File: config.mk
export PLATFORM = sky130hd
export DESIGN_NAME = microcode_sequencer
export DESIGN_NICKNAME = d
export VERILOG_FILES = /design/src/rtl/microcode_sequencer.sv
export SDC_FILE = /design/constraint.sdc
export NUM_CORES = 1
export LEC_CHECK = 0
export ABC_CLOCK_PERIOD_IN_PS = 4400
export CAP_MARGIN = 30
export CORE_UTILIZATION = 67
export CTS_BUF_LIST = sky130_fd_sc_hd__clkbuf_4 sky130_fd_sc_hd__clkbuf_8 sky130_fd_sc_hd__clkbuf_16
export DETAILED_ROUTE_END_ITERATION = 12
export DONT_BUFFER_PORTS = 1
export HOLD_SLACK_MARGIN = 0.15
export PLACE_DENSITY = 0.85
export SLEW_MARGIN = 15
export SYNTH_ARGS = -nofsm -noshare
export SYNTH_HDL_FRONTEND = slang
export SYNTH_SLANG_ARGS = --single-unit
File: constraint.sdc
create_clock -name MICROCODE_SEQUENCER_CLOCK_50 -period 4.4 [get_ports MICROCODE_SEQUENCER_CLOCK_50]
set_input_delay 0.44 -clock MICROCODE_SEQUENCER_CLOCK_50 [delete_from_list [all_inputs] [get_ports MICROCODE_SEQUENCER_CLOCK_50]]
set_output_delay 0.44 -clock MICROCODE_SEQUENCER_CLOCK_50 [all_outputs]
set_load 0.01 [all_outputs]
File: src/rtl/microcode_sequencer.sv
// Microcode sequencer: fetch/exec/wait-mem control of the control-store
// address, with condition-code latch and opcode decode dispatch.
module microcode_sequencer #(
   parameter int DATAWIDTH_JUMPADDRESS = 11,
   parameter int DATAWIDTH_CONDITION   = 3,
   parameter int DATAWIDTH_IR          = 32
) (
   input  logic                             MICROCODE_SEQUENCER_CLOCK_50,
   input  logic                             MICROCODE_SEQUENCER_ResetInHigh_In,
   input  logic [DATAWIDTH_CONDITION-1:0]   MICROCODE_SEQUENCER_Condition_InBus,
   input  logic [DATAWIDTH_JUMPADDRESS-1:0] MICROCODE_SEQUENCER_JumpAddress_InBus,
   input  logic [DATAWIDTH_IR-1:0]          MICROCODE_SEQUENCER_IR_InBus,
   input  logic                             MICROCODE_SEQUENCER_RD_In,
   input  logic                             MICROCODE_SEQUENCER_WRMain_In,
   input  logic                             MICROCODE_SEQUENCER_MemAck_In,
   input  logic                             MICROCODE_SEQUENCER_FlagsLoad_In,
   input  logic [3:0]                       MICROCODE_SEQUENCER_NZVC_InBus,
   output logic [DATAWIDTH_JUMPADDRESS-1:0] MICROCODE_SEQUENCER_CSAddress_OutBus,
   output logic                             MICROCODE_SEQUENCER_ExecEnable_Out,
   output logic [3:0]                       MICROCODE_SEQUENCER_PSR_OutBus
);

   typedef enum logic [1:0] {
      FETCH    = 2'd0,
      EXEC     = 2'd1,
      WAIT_MEM = 2'd2
   } state_t;

   state_t                           state;
   logic [DATAWIDTH_JUMPADDRESS-1:0] csAddress;
   logic                             execEnable;
   logic [3:0]                       psr;
   logic [DATAWIDTH_JUMPADDRESS-1:0] incAddress;
   logic [DATAWIDTH_JUMPADDRESS-1:0] decodeAddress;
   logic [DATAWIDTH_JUMPADDRESS-1:0] jumpAddress;
   logic [DATAWIDTH_JUMPADDRESS-1:0] nextAddress;
   logic                             memRequest;
   logic                             unusedIrBits;

   assign jumpAddress   = MICROCODE_SEQUENCER_JumpAddress_InBus;
   assign incAddress    = csAddress + DATAWIDTH_JUMPADDRESS'(1);
   assign decodeAddress = DATAWIDTH_JUMPADDRESS'({1'b1,
                             MICROCODE_SEQUENCER_IR_InBus[31:30],
                             MICROCODE_SEQUENCER_IR_InBus[24:19],
                             2'b00});
   assign memRequest    = MICROCODE_SEQUENCER_RD_In |
                          MICROCODE_SEQUENCER_WRMain_In;
   assign unusedIrBits  = ^{MICROCODE_SEQUENCER_IR_InBus[29:25],
                            MICROCODE_SEQUENCER_IR_InBus[18:14],
                            MICROCODE_SEQUENCER_IR_InBus[12:0]};

   // Next-address select; tests use the PSR value before this edge's update
   always_comb begin
      nextAddress = incAddress;
      case (MICROCODE_SEQUENCER_Condition_InBus)
         3'd1:    nextAddress = psr[3] ? jumpAddress : incAddress;
         3'd2:    nextAddress = psr[2] ? jumpAddress : incAddress;
         3'd3:    nextAddress = psr[1] ? jumpAddress : incAddress;
         3'd4:    nextAddress = psr[0] ? jumpAddress : incAddress;
         3'd5:    nextAddress = MICROCODE_SEQUENCER_IR_InBus[13] ?
                                jumpAddress : incAddress;
         3'd6:    nextAddress = jumpAddress;
         3'd7:    nextAddress = decodeAddress;
         default: nextAddress = incAddress;
      endcase
   end

   // Sequencer FSM with registered address, exec strobe and PSR
   always_ff @(posedge MICROCODE_SEQUENCER_CLOCK_50) begin
      if (MICROCODE_SEQUENCER_ResetInHigh_In) begin
         state      <= FETCH;
         csAddress  <= '0;
         execEnable <= 1'b0;
         psr        <= 4'b0000;
      end else begin
         case (state)
            FETCH: begin
               state      <= EXEC;
               execEnable <= 1'b1;
            end
            EXEC: begin
               execEnable <= 1'b0;
               if (memRequest && !MICROCODE_SEQUENCER_MemAck_In) begin
                  state <= WAIT_MEM;
               end else begin
                  state     <= FETCH;
                  csAddress <= nextAddress;
                  if (MICROCODE_SEQUENCER_FlagsLoad_In)
                     psr <= MICROCODE_SEQUENCER_NZVC_InBus;
               end
            end
            WAIT_MEM: begin
               execEnable <= 1'b0;
               if (MICROCODE_SEQUENCER_MemAck_In) begin
                  state     <= FETCH;
                  csAddress <= nextAddress;
                  if (MICROCODE_SEQUENCER_FlagsLoad_In)
                     psr <= MICROCODE_SEQUENCER_NZVC_InBus;
               end
            end
            default: begin
               state      <= FETCH;
               execEnable <= 1'b0;
            end
         endcase
      end
   end

   assign MICROCODE_SEQUENCER_CSAddress_OutBus = csAddress;
   assign MICROCODE_SEQUENCER_ExecEnable_Out   = execEnable;
   assign MICROCODE_SEQUENCER_PSR_OutBus       = psr;

endmodule

### After elaboration in Yosys (flattened, before gate mapping)

Index checks and enable logic that the tools add are counted.

* register bits after elaboration: 18
* latch bits: 0
* bits in writable memories: 0
* memory bits (read-only): 0
* bits of input ports: 56
* output and inout port bits: 16
* word-level logic and storage cells: 39
* memories kept: 0

* add/subtract/negate cells: 1
* multipliers: 0
* divide/modulo/power cells: 0
* $lt $le $gt $ge: 0
* equal/unequal tests: 11
* shifts and indexed selects: 0
* muxes and demuxes: 17
* bitwise operators: 1
* reduce and logical (&&, ||, !) cells: 5

Operator list (count)
* 2-to-1 mux 11 bit: 7
* case mux 11 bit (7 select lines): 1
* case mux 11 bit (2 select lines): 1
* == test 3 bit, second input constant: 4
* 2-to-1 mux 4 bit: 3
* adder 11 x 1 -> 11 bit, second input constant: 1
* case mux 4 bit (2 select lines): 1
* == test 3 x 2 -> 1 bit, second input constant: 2
* case mux 2 bit (3 select lines): 1
* 2-to-1 mux 2 bit: 2
* inequality test 2 bit, second input constant: 2
* == test 3 x 1 -> 1 bit, second input constant: 1
* AND reduction 3 bit: 1
* == test 2 x 1 -> 1 bit, second input constant: 1
* == test 2 bit, second input constant: 1
* zero test 2 bit: 1
* nonzero test 2 bit: 1
* logical AND 1 bit: 1
* zero test 1 bit: 1
* 2-to-1 mux 1 bit: 1
* bitwise OR 1 bit: 1

### Depth between registers and ports, before layout

Gate-level depths: netlist of the first run.

* word-level depth: 5
* gate-level depth with buffers: 7
* mapped depth without buffers: 6

### Least setup slack after synthesis of the first run

OpenSTA, ideal clock, no wires.

* kind: input to register
* start: input port MICROCODE_SEQUENCER_Condition_InBus[2]
* end: register csAddress[6], in the netlist MICROCODE_SEQUENCER_CSAddress_OutBus[6]
* library setup time: 135 ps
* arrival: 1716 ps
* data required time: 4265 ps
* setup slack: 2549 ps
* stages on the path: 7
* buffers on the path: 2
* cells stage by stage: buf_2 > nor2b_1 > a221oi_4 > a31o_4 > buf_6 > a222oi_1 > o32ai_1

* cells in the longest elaborated chain, start to end: 4
* elaborated cells on any way between the ends: 11
* those cells by class: eq/ne: 7; mux: 4

Ends and longest elaborated chain
* from (decl): line 10 `input logic [DATAWIDTH_CONDITION-1:0] MICROCODE_SEQUENCER_Condition_InBus,`
* == test 3 bit (tied with other cells): line 55 `case (MICROCODE_SEQUENCER_Condition_InBus)`
* case mux 11 bit (7 select lines) (*): line 55
* 2-to-1 mux 11 bit, on equally long branches: line 94, 83
* case mux 11 bit (2 select lines) (*): line 76 `case (state)`
* to (signal assigned): line 87 `csAddress <= nextAddress;`
* to (signal assigned): line 96 `csAddress <= nextAddress;`
* to (decl): line 30 `logic [DATAWIDTH_JUMPADDRESS-1:0] csAddress;`

Mark *: on every way between the ends. The rest lies on a longest branch, timed or not. The select of a mux whose other input is x is not followed.
A chain may end at the register's enable or synchronous reset.

### Final worst setup path of the first run

* start: register psr[3], in the netlist MICROCODE_SEQUENCER_PSR_OutBus[3]
* end: register csAddress[7], in the netlist MICROCODE_SEQUENCER_CSAddress_OutBus[7]

* cells in the longest elaborated chain, start to end: 4
* elaborated cells on any way between the ends: 5
* those cells by class: mux: 5

Ends and longest elaborated chain
* from (decl): line 32 `logic [3:0] psr;`
* from (signal assigned): line 89 `psr <= MICROCODE_SEQUENCER_NZVC_InBus;`
* from (signal assigned): line 98 `psr <= MICROCODE_SEQUENCER_NZVC_InBus;`
* 2-to-1 mux 11 bit (*): line 56 `3'd1: nextAddress = psr[3] ? jumpAddress : incAddress;`
* case mux 11 bit (7 select lines) (*): line 55
* 2-to-1 mux 11 bit, on equally long branches: line 94, 83
* case mux 11 bit (2 select lines) (*): line 76

Marked as above.

==> run metrics, run 1 <==
largest net degree at the start of global routing=20; H-tree lvl count=1; Setup crit start kind=flop; Slew @ Worst Pin=0.970 ns; Period minus WS final=2.05 ns; sum of buffers and inverters on the critical path=0; initial antenna violation count=0; Yosys warning total=0; Post-Place Worst Slack=2.42 ns; Slowest-stage cell, CP=a222oi_1; Die Area=2190 um^2; Clk pin slew, worst setup/hold paths=0.12 ns; global-route wire length before repair=5120 um; CTS tree=built; Row Count=15; WS Path Type=flop to flop; # resized after CTS=0; PD cells=275 nW/um^2; CTS Hold Bufs=0; NumNets Final=approximately 220; hold crit path type=input pin to flop; Logic pwr share=19.2%; gpl congestion=between 0.8 and 0.9; starting density of the core=between 70 and 80%; Switching Share=31.6%; slowest stage delay, CP=0.45 ns; Synth Flop Type=dfxtp_1; Mapped Cells=173; area grow syn2layout=-0.0929%; core area=between 1500 and 2000 um^2; max-slew violations=0; Top Family by Delay on Critical Path=compound AO/OA/AOI/OAI gates; main area contributors after synthesis=dfxtp_1 (27%), a21oi_1 (6.7%), a222oi_1 (4.5%), o21ai_0 (4.1%), o32ai_1 (3.9%); final critical-path share of the clock period=between 40 and 50%; CTS root buffer=clkbuf_4; Final TNS setup=0 ns; total inserted antenna cells=0; CTS Sinks=18; post-synth cell types=51; top cell type by total area after synthesis=dfxtp_1; DRT antenna net count=0; f_max=489 MHz; Die Wd=roughly 47 um; Final WS setup=~2.4 ns; Post-synth top cells=a21oi_1 (18), dfxtp_1 (18), nand2_1 (12), nor2_1 (12), o21ai_0 (11); Yosys reg bits=18; status=finished clean; sequential share of power=49.9%; Avg Cell Area, Syn=7.77 um^2; P_int=~250 uW; Clock Power Share=30.9%; Final setup viols=0; unrepaired setup endpoints after global routing=false; largest buffer count on any clock path=2; syn_nets=230; routed wire length=3580 um; vias in the first global route=between 1000 and 1500; CP cell instances=and3b_1 -> o21ba_1 -> or2_0 -> a222oi_1 -> o32ai_1; clk_lat worst skew=0.32 ns; share of post-route cells with drive strength above 1=6.67%; Fin. Hold Viols=0; Residual DRC=0; EDFF count, synth=0; DP Wirelength=roughly 2500 um; Worst VDD drop=0.195 mV; Iter 0 DRT Violations=70; Via-to-Cell Ratio=7.45; PortBufs=0; async set-reset flop share out of synthesis=0%; CP Max Fanout=7; Die Ht=approximately 47 um; Worst Path Arrival=2.25 ns; endpoint class of the critical path=flop; WP data required=roughly 4.6 ns; total I/O pin count=between 70 and 80; mapped cell area=1350 um^2; setup bufs post-CTS=0; Wirelength per Cell=~19 um; post-synthesis sequential area ratio=26.8%; slew margin rel.=35.4%; Num CTS Buffers=3; first-pass iteration count of the detailed router=5; vias=around 1400; Net Sw Power=about 120 uW; Pleak=about 0.00045 uW; grt ovf=0; Max Cap Violations=0; share of the synthesized area in the top cell type=26.8%; overall routing resource usage=about a third; Max Clock Skew=roughly 0.0032 ns
final timing paths:
kind / start / to / slack (ns) / cells past startpoint
hold / removal: MICROCODE_SEQUENCER_ResetInHigh_In / MICROCODE_SEQUENCER_PSR_OutBus[3] / 0.17 / 1
hold reg to reg: state[0] / state[0] / 0.47 / 1
setup / recovery: MICROCODE_SEQUENCER_PSR_OutBus[3] / MICROCODE_SEQUENCER_CSAddress_OutBus[7] / 2.35 / 5
setup reg to reg: MICROCODE_SEQUENCER_PSR_OutBus[3] / MICROCODE_SEQUENCER_CSAddress_OutBus[7] / 2.35 / 5
power by group through the flow:
stage          clock (uW)  combinational (uW)  sequential (uW)
3_5_place_dp            0                68.1              188
4_1_cts               112                68.7              184
6_report              114                71.0              185
5_1_grt               115                76.0              186
2_1_floorplan           0                68.5              185
3_3_place_gp            0                64.9              187
state kept, by name, summed over array words and instances (netlist names):
signal / flops
MICROCODE_SEQUENCER_CSAddress_OutBus: 11
MICROCODE_SEQUENCER_ExecEnable_Out: 1
MICROCODE_SEQUENCER_PSR_OutBus: 4
state: 2
per-stage QoR:
step	hold WS, ns	total power (uW)	std cells	utilization, %	cell area [um^2]
3_5_place_dp	0.455	256	186	72.6	1310
2_1_floorplan	0.437	254	173	-	1350
3_3_place_gp	0.447	252	186	72.6	1310
4_1_cts	0.170	365	190	74.6	1340
6_report	0.168	370	190	74.6	1340
5_1_grt	0.171	377	190	74.6	1340
final cells by class:
class	instances	area, um^2
inverter	10	37.5
multi-input combinational	133	878
sequential	18	360
tap	25	31.3
fill	154	458
clock buffer	4	36.3
layout by cell type (no fill, tap or decap), drive strengths merged, types with 3 or more instances in the layout:
master | Yosys | layout
dfxtp | 18 | 18
a21oi | 18 | 18
nor2 | 12 | 12
nand2 | 12 | 12
o21ai | 11 | 11
inv | 10 | 10
nand3 | 8 | 8
nor2b | 6 | 6
o32ai | 6 | 6
a222oi | 6 | 6
nor3 | 4 | 4
clkbuf | 4 | 4
nand4 | 3 | 3
a31oi | 3 | 3
a221oi | 3 | 3
layer usage:
metal  wire length (um)  part of all wire (%)  GRT usage (%)
met1               1420                    40           41.4
met2               1690                    47           55.6
met3                377                    11           6.92
met4                 92                   2.6           16.6
met5                  0                     0              0
kinds of logic (layout without fill, tap and decap cells):
family	after synthesis	in the layout	synth area share, %
XOR/XNOR	1	1	0.651
AO/OA/AOI/OAI	66	66	36.3
AND/OR/NAND/NOR	63	63	25.5
flip-flops	18	18	26.8
buffers and inverters	22	14	7.91
multiplexers	2	2	1.95
adder cells (fa/ha/maj)	1	1	0.930
Power figures use the tool's default switching activity.
==> run 2, diff against run 1 <==
ABC_CLOCK_PERIOD_IN_PS = 2100   (was 4400)
CORE_UTILIZATION = 62   (was 67)
PLACE_DENSITY = 0.8   (was 0.85)
clock period = 2.1 ns   (was 4.4 ns; I/O delays follow)
==> run metrics, run 2 (synthesis gave the netlist of run 1 again) <==
Max Clock Skew=around 0.0098 ns; Final WS setup=around 0.18 ns; share of post-route cells with drive strength above 1=under 10%; Num CTS Buffers=3; Worst VDD drop=0.463 mV; initial antenna violation count=0; fin area=1650 um^2; Die Area=2360 um^2; max-slew violations=0; Iter 0 DRT Violations=108; largest buffer count on any clock path=2; Slew @ Worst Pin=0.692 ns; starting density of the core=67.2%; PD cells=roughly 500 nW/um^2; DRT antenna net count=0; HP Start=MICROCODE_SEQUENCER_JumpAddress_InBus[3]; first-pass iteration count of the detailed router=4; unrepaired setup endpoints after global routing=false; fin cells=224; CTS root buffer=clkbuf_4; Finished Core Util=82.4%; overall routing resource usage=36.9%; most common cell after layout, fill and taps aside=dlygate4sd3_1; vias in the first global route=1560; area of the multi-input gates=880 um^2; gpl congestion=0.825; NumNets Final=255; commonest non-fill, non-tap cells in the layout=dlygate4sd3_1 (25), dfxtp_1 (18), a21oi_1 (18); status=finished clean; Worst Path Arrival=between 2 and 2.5 ns; WS Path Type=flop to flop; core area=2000 um^2; area grow syn2layout=22.7%; endpoint class of the critical path=flop; Via-to-Cell Ratio=6.92; global-route wire length before repair=6650 um; largest net degree at the start of global routing=20; Post-Place Worst Slack=0.350 ns; f_max=520 MHz; routed wire length=4120 um; Wirelength per Cell=18.4 um; Residual DRC=0; number of flip-flops under the largest register name=11; vias=1551; Setup crit start kind=flop; DP Wirelength=2630 um; total of fill cells in the finished design=136; Period minus WS final=between 1.5 and 2 ns; r2r startpoint=state[1]; hold crit path type=input pin to flop; Final TNS setup=0 ns; placed inst area=1360 um^2; slew margin rel.=approximately 54%; Worst Setup SP=state[1]; Clk pin slew, worst setup/hold paths=approximately 0.11 ns; CP Max Fanout=12; CTS Sinks=18; Row Count=16; Fin. Hold Viols=0; total inserted antenna cells=0; Die Wd=48.6 um; clk_lat worst skew=0.33 ns; H-tree lvl count=1; total I/O pin count=just over 70; Die Ht=48.6 um; grt ovf=0; Pleak=0.000588 uW; Reg area=360 um^2; WP data required=2.33 ns; final critical-path share of the clock period=91.5%; Final setup viols=0; Placed Cells=195; PortBufs=0; Max Cap Violations=0; CTS tree=built
-- run 2: cell count changes in the layout (fill, tap and decap cells not counted), sizes merged --
cell and delta:
buf +7, dlygate4sd3 +25
-- run 2: metal layers --
layer / vias to the layer above / track usage, % / routed length, um
met2: 104 / 62.7 / 2010
met1: 718 / 39.5 / 1540
li1: 714 / - / -
met5: - / 0 / 0
met4: 0 / 22.1 / 121
met3: 15 / 12.6 / 438
-- run 2: what timing repair did --
action,in CTS,in global routing
endpoints found under the hold margin,18,0
hold buffers,25,0
gates resized for setup,0,1
endpoints found under the setup margin,0,4
buffers inserted,0,0
-- run 2: stage by stage --
stage,power (uW),hold WS (ns)
5_1_grt,853,0.155
3_5_place_dp,548,0.285
4_1_cts,816,0.152
3_3_place_gp,538,0.282
2_1_floorplan,531,0.289
6_report,823,0.154
-- run 2: where the power goes --
group | switching, uW | internal [uW] | leakage [uW]
clock network | 128 | 106 | 0.0000210
registers | 24.1 | 358 | 0.000147
logic | 104 | 103 | 0.000420
total | 256 | 568 | 0.000588
-- run 2: area by class of cell --
type,instances,area share (%)
multi-input combinational,133,53.3
sequential,18,21.8
timing repair buffer,32,18.3
inverter,10,2.27
clock buffer,4,2.20
tap,27,2.05
-- run 2: path summary, 6_finish.rpt --
path	endpoint	slack, ns	depth (start not counted)
worst min-delay path	MICROCODE_SEQUENCER_CSAddress_OutBus[3]	0.15	3
worst max register to register	MICROCODE_SEQUENCER_PSR_OutBus[3]	0.18	6
worst min register to register	MICROCODE_SEQUENCER_ExecEnable_Out	0.48	1
worst max-delay path	MICROCODE_SEQUENCER_PSR_OutBus[3]	0.18	6
-- run 2: worst max-delay path, cell delays in order, from the launching register on --
cell and delay [ns]:
dfxtp_1 0.38, nor2b_1 0.25, a22o_2 0.33, nand2_1 0.15
nand2_1 0.09, a21oi_1 0.06, dlygate4sd3_1 0.58
==> run 3, diff against run 2 <==
SKIP_LAST_GASP = 1   (was default)
==> results of run 3 <==
Final layout, timing and power as in run 2 (identical DEF).
